$ cat config.mk
export PLATFORM = sky130hd
export DESIGN_NAME = nibble_serial_adder_flat
export DESIGN_NICKNAME = d
export VERILOG_FILES = /design/src/rtl/nibble_serial_adder_if.sv /design/src/rtl/nibble_serial_adder.sv /design/src/flat_wrapper.sv
export SDC_FILE = /design/constraint.sdc
export NUM_CORES = 1
export LEC_CHECK = 0
export BUFFER_PORTS_ARGS = -buffer_cell sky130_fd_sc_hd__clkbuf_2
export CORE_MARGIN = 4
export CORE_UTILIZATION = 45
export CTS_BUF_LIST = sky130_fd_sc_hd__clkbuf_2 sky130_fd_sc_hd__clkbuf_4 sky130_fd_sc_hd__clkbuf_8
export DETAILED_ROUTE_END_ITERATION = 8
export MAX_ROUTING_LAYER = met4
export PLACE_DENSITY = 0.67
export SYNTH_ARGS = -nofsm -noshare
export SYNTH_HDL_FRONTEND = slang
export SYNTH_HIERARCHICAL = 1
export SYNTH_SLANG_ARGS = --single-unit
$ cat constraint.sdc
create_clock -name clk -period 3.34 [get_ports clk]
set_clock_uncertainty 0.2 [all_clocks]
set_input_delay 0.668 -clock clk [delete_from_list [all_inputs] [get_ports clk]]
set_output_delay 0.668 -clock clk [all_outputs]
set_load 0.01 [all_outputs]
$ cat src/rtl/nibble_serial_adder_if.sv
// Handshake bus for the nibble-serial adder: operand request and result response channels.
interface nibble_serial_adder_if #(
  parameter int WIDTH = 32
);
  logic             in_valid;
  logic             in_ready;
  logic [WIDTH-1:0] a;
  logic [WIDTH-1:0] b;
  logic             sub;
  logic             out_valid;
  logic             out_ready;
  logic [WIDTH-1:0] sum;
  logic             cout;
  logic             ovf;
  logic             zero;

  modport master (
    output in_valid, a, b, sub, out_ready,
    input  in_ready, out_valid, sum, cout, ovf, zero
  );

  modport slave (
    input  in_valid, a, b, sub, out_ready,
    output in_ready, out_valid, sum, cout, ovf, zero
  );
endinterface

$ cat src/rtl/nibble_serial_adder.sv
// WIDTH-bit add/subtract built from one 4-bit CLA slice, processing one nibble per clock
// with the carry held in a register between nibbles.
module adder_4 (
  input  logic [3:0] x,
  input  logic [3:0] y,
  input  logic       c0,
  output logic [3:0] F,
  output logic       c4
);
  logic [3:0] g, p;
  logic       c1, c2, c3;

  assign g  = x & y;
  assign p  = x ^ y;
  assign c1 = g[0] | (p[0] & c0);
  assign c2 = g[1] | (p[1] & g[0]) | (p[1] & p[0] & c0);
  assign c3 = g[2] | (p[2] & g[1]) | (p[2] & p[1] & g[0]) | (p[2] & p[1] & p[0] & c0);
  assign c4 = g[3] | (p[3] & g[2]) | (p[3] & p[2] & g[1]) | (p[3] & p[2] & p[1] & g[0])
            | (p[3] & p[2] & p[1] & p[0] & c0);
  assign F  = p ^ {c3, c2, c1, c0};
endmodule

module nibble_serial_adder #(
  parameter int WIDTH = 32
) (
  input  logic                 clk,
  input  logic                 rst,
  nibble_serial_adder_if.slave bus
);
  localparam int NIB = WIDTH / 4;
  localparam int CW  = $clog2(NIB);

  if ((WIDTH % 4) != 0 || WIDTH < 8) begin : g_bad_width
    $error("nibble_serial_adder: WIDTH must be a multiple of 4 and at least 8");
  end

  typedef enum logic [1:0] {IDLE, RUN, DONE} state_t;

  state_t           state, state_nxt;
  logic [WIDTH-1:0] a_reg, b_reg, acc, sum_q, acc_nxt;
  logic             carry;
  logic [CW-1:0]    cnt;
  logic             out_valid_q, cout_q, ovf_q, zero_q;
  logic [3:0]       f;
  logic             c4;
  logic             last, accept;

  adder_4 u_slice (
    .x  (a_reg[3:0]),
    .y  (b_reg[3:0]),
    .c0 (carry),
    .F  (f),
    .c4 (c4)
  );

  assign bus.in_ready  = (state == IDLE) && !rst;
  assign accept        = bus.in_valid && bus.in_ready;
  assign last          = (cnt == CW'(NIB - 1));
  assign acc_nxt       = {f, acc[WIDTH-1:4]};
  assign bus.out_valid = out_valid_q;
  assign bus.sum       = sum_q;
  assign bus.cout      = cout_q;
  assign bus.ovf       = ovf_q;
  assign bus.zero      = zero_q;

  always_ff @(posedge clk) begin
    if (rst) state <= IDLE;
    else     state <= state_nxt;
  end

  always_comb begin
    state_nxt = state;
    case (state)
      IDLE:    if (accept) state_nxt = RUN;
      RUN:     if (last) state_nxt = DONE;
      DONE:    if (out_valid_q && bus.out_ready) state_nxt = IDLE;
      default: state_nxt = IDLE;
    endcase
  end

  always_ff @(posedge clk) begin
    if (rst) begin
      a_reg       <= '0;
      b_reg       <= '0;
      acc         <= '0;
      carry       <= 1'b0;
      cnt         <= '0;
      sum_q       <= '0;
      cout_q      <= 1'b0;
      ovf_q       <= 1'b0;
      zero_q      <= 1'b0;
      out_valid_q <= 1'b0;
    end else begin
      case (state)
        IDLE: begin
          if (accept) begin
            // Subtract is A + ~B + 1: invert B here and seed the carry with sub.
            a_reg <= bus.a;
            b_reg <= bus.sub ? ~bus.b : bus.b;
            carry <= bus.sub;
            cnt   <= '0;
          end
        end
        RUN: begin
          a_reg <= a_reg >> 4;
          b_reg <= b_reg >> 4;
          acc   <= acc_nxt;
          carry <= c4;
          if (last) begin
            // Last slice holds the MSBs: carry into the MSB is a ^ b' ^ sum there.
            sum_q       <= acc_nxt;
            cout_q      <= c4;
            ovf_q       <= a_reg[3] ^ b_reg[3] ^ f[3] ^ c4;
            zero_q      <= (acc_nxt == '0);
            out_valid_q <= 1'b1;
          end else begin
            cnt <= cnt + CW'(1);
          end
        end
        DONE: begin
          if (bus.out_ready) out_valid_q <= 1'b0;
        end
        default: out_valid_q <= 1'b0;
      endcase
    end
  end
endmodule

$ cat src/flat_wrapper.sv
// flat-port wrapper written by rule: the top's interface ports become plain ports
module nibble_serial_adder_flat 
#(
  parameter int WIDTH = 32
)
  (clk, rst, bus_in_valid, bus_a, bus_b, bus_sub, bus_out_ready, bus_in_ready, bus_out_valid, bus_sum, bus_cout, bus_ovf, bus_zero);
  nibble_serial_adder_if #(.WIDTH(WIDTH)) bus_i ();
  input  logic clk;
  input  logic rst;
  input wire logic [$bits(bus_i.in_valid)-1:0] bus_in_valid;
  input wire logic [$bits(bus_i.a)-1:0] bus_a;
  input wire logic [$bits(bus_i.b)-1:0] bus_b;
  input wire logic [$bits(bus_i.sub)-1:0] bus_sub;
  input wire logic [$bits(bus_i.out_ready)-1:0] bus_out_ready;
  output wire logic [$bits(bus_i.in_ready)-1:0] bus_in_ready;
  output wire logic [$bits(bus_i.out_valid)-1:0] bus_out_valid;
  output wire logic [$bits(bus_i.sum)-1:0] bus_sum;
  output wire logic [$bits(bus_i.cout)-1:0] bus_cout;
  output wire logic [$bits(bus_i.ovf)-1:0] bus_ovf;
  output wire logic [$bits(bus_i.zero)-1:0] bus_zero;
  assign bus_i.in_valid = bus_in_valid;
  assign bus_i.a = bus_a;
  assign bus_i.b = bus_b;
  assign bus_i.sub = bus_sub;
  assign bus_i.out_ready = bus_out_ready;
  assign bus_in_ready = bus_i.in_ready;
  assign bus_out_valid = bus_i.out_valid;
  assign bus_sum = bus_i.sum;
  assign bus_cout = bus_i.cout;
  assign bus_ovf = bus_i.ovf;
  assign bus_zero = bus_i.zero;
  nibble_serial_adder #(.WIDTH(WIDTH)) u_core (.clk(clk), .rst(rst), .bus(bus_i));
endmodule
# --- Word-level counts from Yosys, hierarchy flattened ---
# Index checks and enable logic that the tools add are counted.
totals:
  reg_bits: 138
  n_memories: 0
  latchBits: 0
  rom_bits: 0
  output_inout_bits: 37
  ram_bits: 0
op_classes:
  n_lt_le_gt_ge: 0
  mul: 0
  shift: 0
  bitwise: 34
  muxes: 17
  div: 0
  eq_ne: 8
  n_reduce_logical: 12
  n_addsub: 1
op_table:
  columns: ["operator", "count"]
  rows:
  - ["32-bit case mux with 2 select lines", 2]
  - ["32-bit 2-to-1 mux", 3]
  - ["32-bit logical NOT", 1]
  - ["32-bit NOT", 1]
  - ["1-bit AND", 16]
  - ["1-bit OR", 10]
  - ["3-bit AND reduction", 3]
  - ["4-bit bitwise XOR", 2]
  - ["2-bit 2-to-1 mux", 3]
  - ["3-bit 2-to-1 mux", 2]
  - ["2-bit by 1-bit inequality test with 1-bit output (second input constant)", 3]
  - ["2-bit case mux with 3 select lines", 1]
  - ["3-bit case mux with 2 select lines", 1]
  - ["4-bit AND", 1]
  - ["2-bit inequality test (second input constant)", 2]
  - ["2-bit AND reduction", 2]
  - ["3-bit by 1-bit adder with 3-bit output (second input constant)", 1]
  - ["3-bit == test (second input constant)", 1]
  - ["1-bit logical AND", 3]
  - ["1-bit 2-to-1 mux", 3]
  - ["1-bit case mux with 3 select lines", 1]
  - ["1-bit bitwise XOR", 3]
  - ["2-bit by 1-bit == test with 1-bit output (second input constant)", 1]
  - ["2-bit == test (second input constant)", 1]
  - ["5 further kinds", 5]

# --- Longest topological paths before layout ---
logic_depth:
  depth_word: 8
  ltp_mapped: 8
  mapped_depth_nobuf: 8

# --- Cells and area by module ---
# The synthesis kept the hierarchy.
by_module_without_submodules:
  columns: ["mod", "instances", "cells_each", "seq_area_each_um2", "area_per_inst_um2"]
  rows:
  - ["nibble_serial_adder", 1, 672, 2682.6, 5425.2]
  - ["adder_4", 1, 17, 0.0, 147.6]

# --- Least setup slack after synthesis ---
# No wires, ideal clock.
synth_path:
  path_type: "reg-to-reg"
  start: "register u_core.b_reg[0]"
  end: "register u_core.zero_q (netlist: u_core/bus.zero)"
  stages_incl_launch_ff: 9
  setup_time_ns: 0.087
  required_ns: 3.053
  synth_period_minus_slack_ns: 2.432
  path_slack_ns: 0.908
  arrival_time_ns: 2.145
  n_path_buf: 0
  path_cell_list: "dfxtp_1 ha_1 a21o_1 a31o_1 xor2_1 nor4_1 nand4_1 or4_1 o31ai_1"
synth_via:
  elab_chain_cells: 6
synth_rtl:
  columns: ["element", "line", "source"]
  rows:
  - ["from (decl)", "nibble_serial_adder.sv:40", "logic [WIDTH-1:0] a_reg, b_reg, acc, sum_q, acc_nxt;"]
  - ["from (signal assigned)", "nibble_serial_adder.sv:99", "b_reg <= bus.sub ? ~bus.b : bus.b;"]
  - ["from (signal assigned)", "nibble_serial_adder.sv:106", "b_reg <= b_reg >> 4;"]
  - ["4-bit AND / 4-bit bitwise XOR (equally long branches)", "nibble_serial_adder.sv:13, nibble_serial_adder.sv:14", null]
  - ["1-bit AND", "nibble_serial_adder.sv:17", "assign c3 = g[2] | (p[2] & g[1]) | (p[2] & p[1] & g[0]) | (p[2] & p[1] & p[0] & c0);"]
  - ["1-bit OR / 1-bit AND (equally long branches)", "nibble_serial_adder.sv:17", null]
  - ["1-bit OR (*)", "nibble_serial_adder.sv:17", null]
  - ["4-bit bitwise XOR (*)", "nibble_serial_adder.sv:20", "assign F = p ^ {c3, c2, c1, c0};"]
  - ["net u_core.f[3]", "nibble_serial_adder.sv:44", "logic [3:0] f;"]
  - ["32-bit logical NOT (*)", "nibble_serial_adder.sv:114", "zero_q <= (acc_nxt == '0);"]
  - ["to (signal assigned)", "nibble_serial_adder.sv:114", null]
  - ["to (decl)", "nibble_serial_adder.sv:43", "logic out_valid_q, cout_q, ovf_q, zero_q;"]
# The timed path passes the listed nets; every way through them passes the cells marked *.
# A chain may end at the register's enable or synchronous reset.

# --- Worst setup path in the final report ---
layout_path:
  start: "register u_core.b_reg[2]"
  end: "register u_core.zero_q (netlist: u_core/bus.zero)"
layout_via:
  elab_chain_cells: 7
layout_rtl:
  columns: ["element", "line", "source"]
  rows:
  - ["4-bit bitwise XOR", "nibble_serial_adder.sv:14", "assign p = x ^ y;"]
  - ["1-bit AND", "nibble_serial_adder.sv:17", null]
  - ["1-bit OR / 1-bit AND (equally long branches) (2 in a row)", "nibble_serial_adder.sv:17", null]
  - ["1-bit OR (*)", "nibble_serial_adder.sv:17", null]
  - ["4-bit bitwise XOR (*)", "nibble_serial_adder.sv:20", null]
  - ["net u_core.f[3]", "nibble_serial_adder.sv:44", null]
  - ["32-bit logical NOT (*)", "nibble_serial_adder.sv:114", null]
# Marked as above.

==> summary.md <==
| Metric | Value |
|---|---|
| Slew margin rel. | between 20% and 30% |
| Clk pwr share | between 40% and 50% |
| Post-synthesis cell count | 689 |
| Setup crit start kind | register |
| Final Cycle Share | around four fifths |
| Setup Fix Bufs, Post-CTS | 0 |
| Outcome | finished clean |
| GR Util All Layers | 19.0% |
| Via-per-instance ratio | about 5.2 |
| Root Driver | clkbuf_8 |
| Sw Share | a little under a quarter |
| Clk sinks | about 130 |
| Slew Viols, Final | 0 |
| Proportion of synthesized area in mux cells | 0% |
| Maximum buffer depth of the clock tree | 2 |
| I/O Pins | between 100 and 150 |
| Fin area | roughly 6700 um^2 |
| F_max | approximately 0.38 GHz |
| Combinational share of power | 9.8% |
| Avg WL per Cell | roughly 14 um |
| Maxcap violations | 0 |
| CTS Hold Buffers Added | 0 |
| Fin. Hold Viols | 0 |
| Net Count, Synth | around 770 |
| Mean cell area of the mapped netlist | ~8 um^2 |
| Port Buffers | 105 |
| Register area | 2680 um^2 |
| Die height | around 120 um |
| Reg2Reg Launch Point | u_core/b_reg[2] |
| Largest family of logic cells by synthesized area | simple AND/OR/NAND/NOR gates |
| Top cells by area, synth | dfxtp_1 (48%), nand2_1 (15%), a21oi_1 (7.5%), xnor2_1 (5.8%), a311oi_1 (4.6%) |
| Post-synthesis simple-gate area fraction | between 20% and 30% |
| Initial Util | 46.2% |
| Post-CTS sizing | 0 |
| Internal power component | 2.86 mW |
| CP Capture Type | register |
| Sw power | roughly 0.83 mW |
| Detailed Routing Iterations Pass 1 | 4 |
| Main flop type after synthesis | dfxtp_1 |
| Cell Chain, Critical Path | ha_1, a21o_1, a31o_1, xor2_1, nor4_1, nand4_1, or4_1, o31ai_1 |
| Worst path required time | 3480 ps |
| Crit-path max FO | 4 |
| Post-DP Area | a little over 6000 um^2 |
| PwrDens | about 560 nW/um^2 |
| Post-synthesis compound-gate area fraction | a little under a fifth |
| Initial antenna violation count | 0 |
| Layout Nets | about 840 |
| Die width | ~120 um |
| EDFF count, synth | 0 |
| GP Congestion | 0.873 |
| Core ar. | 12100 um^2 |
| Worst Hold Launch | u_core/bus.sum[15] |
| Max IR drop VDD | around 0.35 mV |
| Reg-to-Reg End | u_core/bus.zero |
| Detail Route Antenna Nets | 0 |
| Setup Viol. Count Final | 0 |
| DRC violations left | 0 |
| Crit path to | u_core/bus.zero |
| Register-to-Register Path Depth | 8 |
| Worst skew pair latency | ~430 ps |
| RSZ-0062 raised after global routing | no |
| Max stage delay on crit path | 490 ps |
| Fill cell count | between 1000 and 1500 |
| Area grow syn2layout | 19.5% |
| Worst Hold Slack | 254 ps |
| Worst EP arrival | about 2800 ps |
| Crit path launch | u_core/b_reg[2] |
| Xor/xnor share of the synthesized area | 5.97% |
| Register area share after synthesis | approximately half |
| DP HPWL | 8.65 mm |
| Ys Warns | 6 |
| Setup ws final | just over 700 ps |
| Synth Area in Adders | 1.71% |
| Ratio of cells with drive above 1 in the final layout | roughly 19% |
| Drt total wl | ~13 mm |
| Reg power frac | between 40% and 50% |
| Via Count | between 4000 and 5000 |
| Top cell type's share of synthesized area | about half |
| Area leader, netlist | dfxtp_1 |
| CTS tree | done |
| Congestion Overflow GR | 0 |
| Utilization after layout | between 50% and 60% |
| Worst path slowest cell | or4_1 |
| FP Rows | 40 |
| Worst-margin pin slew | between 1000 and 1500 ps |
| CTS HTree Levels | 4 |
| Global-route wire length before repair | ~22 mm |
| Largest net degree at the start of global routing | 80 |
| CTS Buf Count | 17 |
| CP Class | reg -> reg |
| Vias in the first global route | 4639 |
| Clk slew on worst S/H paths | approximately 70 ps |
| Library cells used by synthesis | 34 |
| Leak | approximately 2.5 nW |
| Worst min path class | reg -> reg |
| Finished Layout Cells | approximately 950 |
| First DRT Iteration DRCs | roughly 310 |
| Post-Syn Area | ~5600 um^2 |
| R2R Setup Slk | roughly 700 ps |
| Pwr Total | between 3 and 4 mW |
| Placed insts | 917 |
| Minimum clock period | about 2600 ps |
| Flops & latches, synth | approximately 130 |
| Setup tns final | 0 ps |
| Combined area of the multi-input logic cells | 2640 um^2 |
| Post-synth ARST share | 0% |
| Die footprint | 14200 um^2 |
| N_diodes | 0 |
| Pre-CTS WS | 753 ps |
-- placed cells by master (no fill, tap or decap), drive strengths merged, types with 5 or more instances in the layout --
| cell | count |
|---|---|
| a211oi | 5 |
| a21oi | 84 |
| a22oi | 15 |
| a311oi | 29 |
| buf | 13 |
| bufinv | 6 |
| clkbuf | 127 |
| dfxtp | 134 |
| ha | 6 |
| nand2 | 220 |
| nor2 | 37 |
| nor4 | 6 |
| o211ai | 13 |
| o22ai | 15 |
| xnor2 | 37 |
-- cells by family (layout without fill, tap and decap cells) --
family | Yosys count | count (layout)
buffers and inverters | 61 | 152
and+or+nand+nor | 281 | 281
AOI/OAI and AO/OA | 168 | 168
xor gates and xnor gates | 38 | 38
DFF | 134 | 134
adders and majority gates | 7 | 7
-- cell usage after synthesis (2+ instances only) --
master    instances
nand2b_1          3
nor4_1            6
a211oi_1          5
ha_1              6
inv_1             4
nand3b_1          2
buf_2            25
o211ai_1         13
o22ai_1          15
xnor2_1          37
a311oi_1         29
nor3_1            2
clkbuf_1         29
dfxtp_1         134
or4_1             2
nand2_1         220
buf_1             2
a22oi_1          15
a21o_1            3
nor2_1           37
a21oi_1          84
nand3_1           4
-- power groups by stage --
stage / Sequential [mW] / Clock [mW] / Combinational (mW)
after floorplan: 1.73 / 0 / 0.266
after global placement: 1.74 / 0 / 0.356
after detailed placement: 1.75 / 0 / 0.364
after CTS: 1.71 / 1.66 / 0.366
after global routing: 1.72 / 1.74 / 0.408
final: 1.71 / 1.63 / 0.363
-- critical path: cells and delay by family (launching register included) --
family / cells / cell delay (ps)
DFF: 1 / 330
AOI/OAI and AO/OA: 3 / 590
xor gates and xnor gates: 1 / 190
adders and majority gates: 1 / 340
and+or+nand+nor: 3 / 910
-- routing by layer --
layer / GRT usage [%] / wire length (um)
met5: - / 0
met1: 23.1 / 5720
met4: 5.50 / 185
met2: 31.0 / 6320
met3: 5.46 / 655
-- area by class of cell --
type / count / share of cell area (%)
Clock buffer: 23 / 4.47
Clock inverter: 8 / 2.91
Inverter: 4 / 0.225
Multi-Input combinational cell: 494 / 39.7
Sequential cell: 134 / 40.3
Tap cell: 168 / 3.16
Timing Repair Buffer: 117 / 9.28
-- worst min path at each step --
stage                          to  slack (ps)  cells past startpoint
6_report       u_core/bus.sum[15]         250                      2
4_1_cts          u_core/a_reg[28]         240                      3
3_5_place_dp      u_core/b_reg[3]         250                      2
3_3_place_gp     u_core/b_reg[22]         240                      2
2_1_floorplan    u_core/b_reg[12]         230                      2
5_1_grt          u_core/a_reg[28]         240                      3
Note: power is estimated with default switching activity, not from simulation.
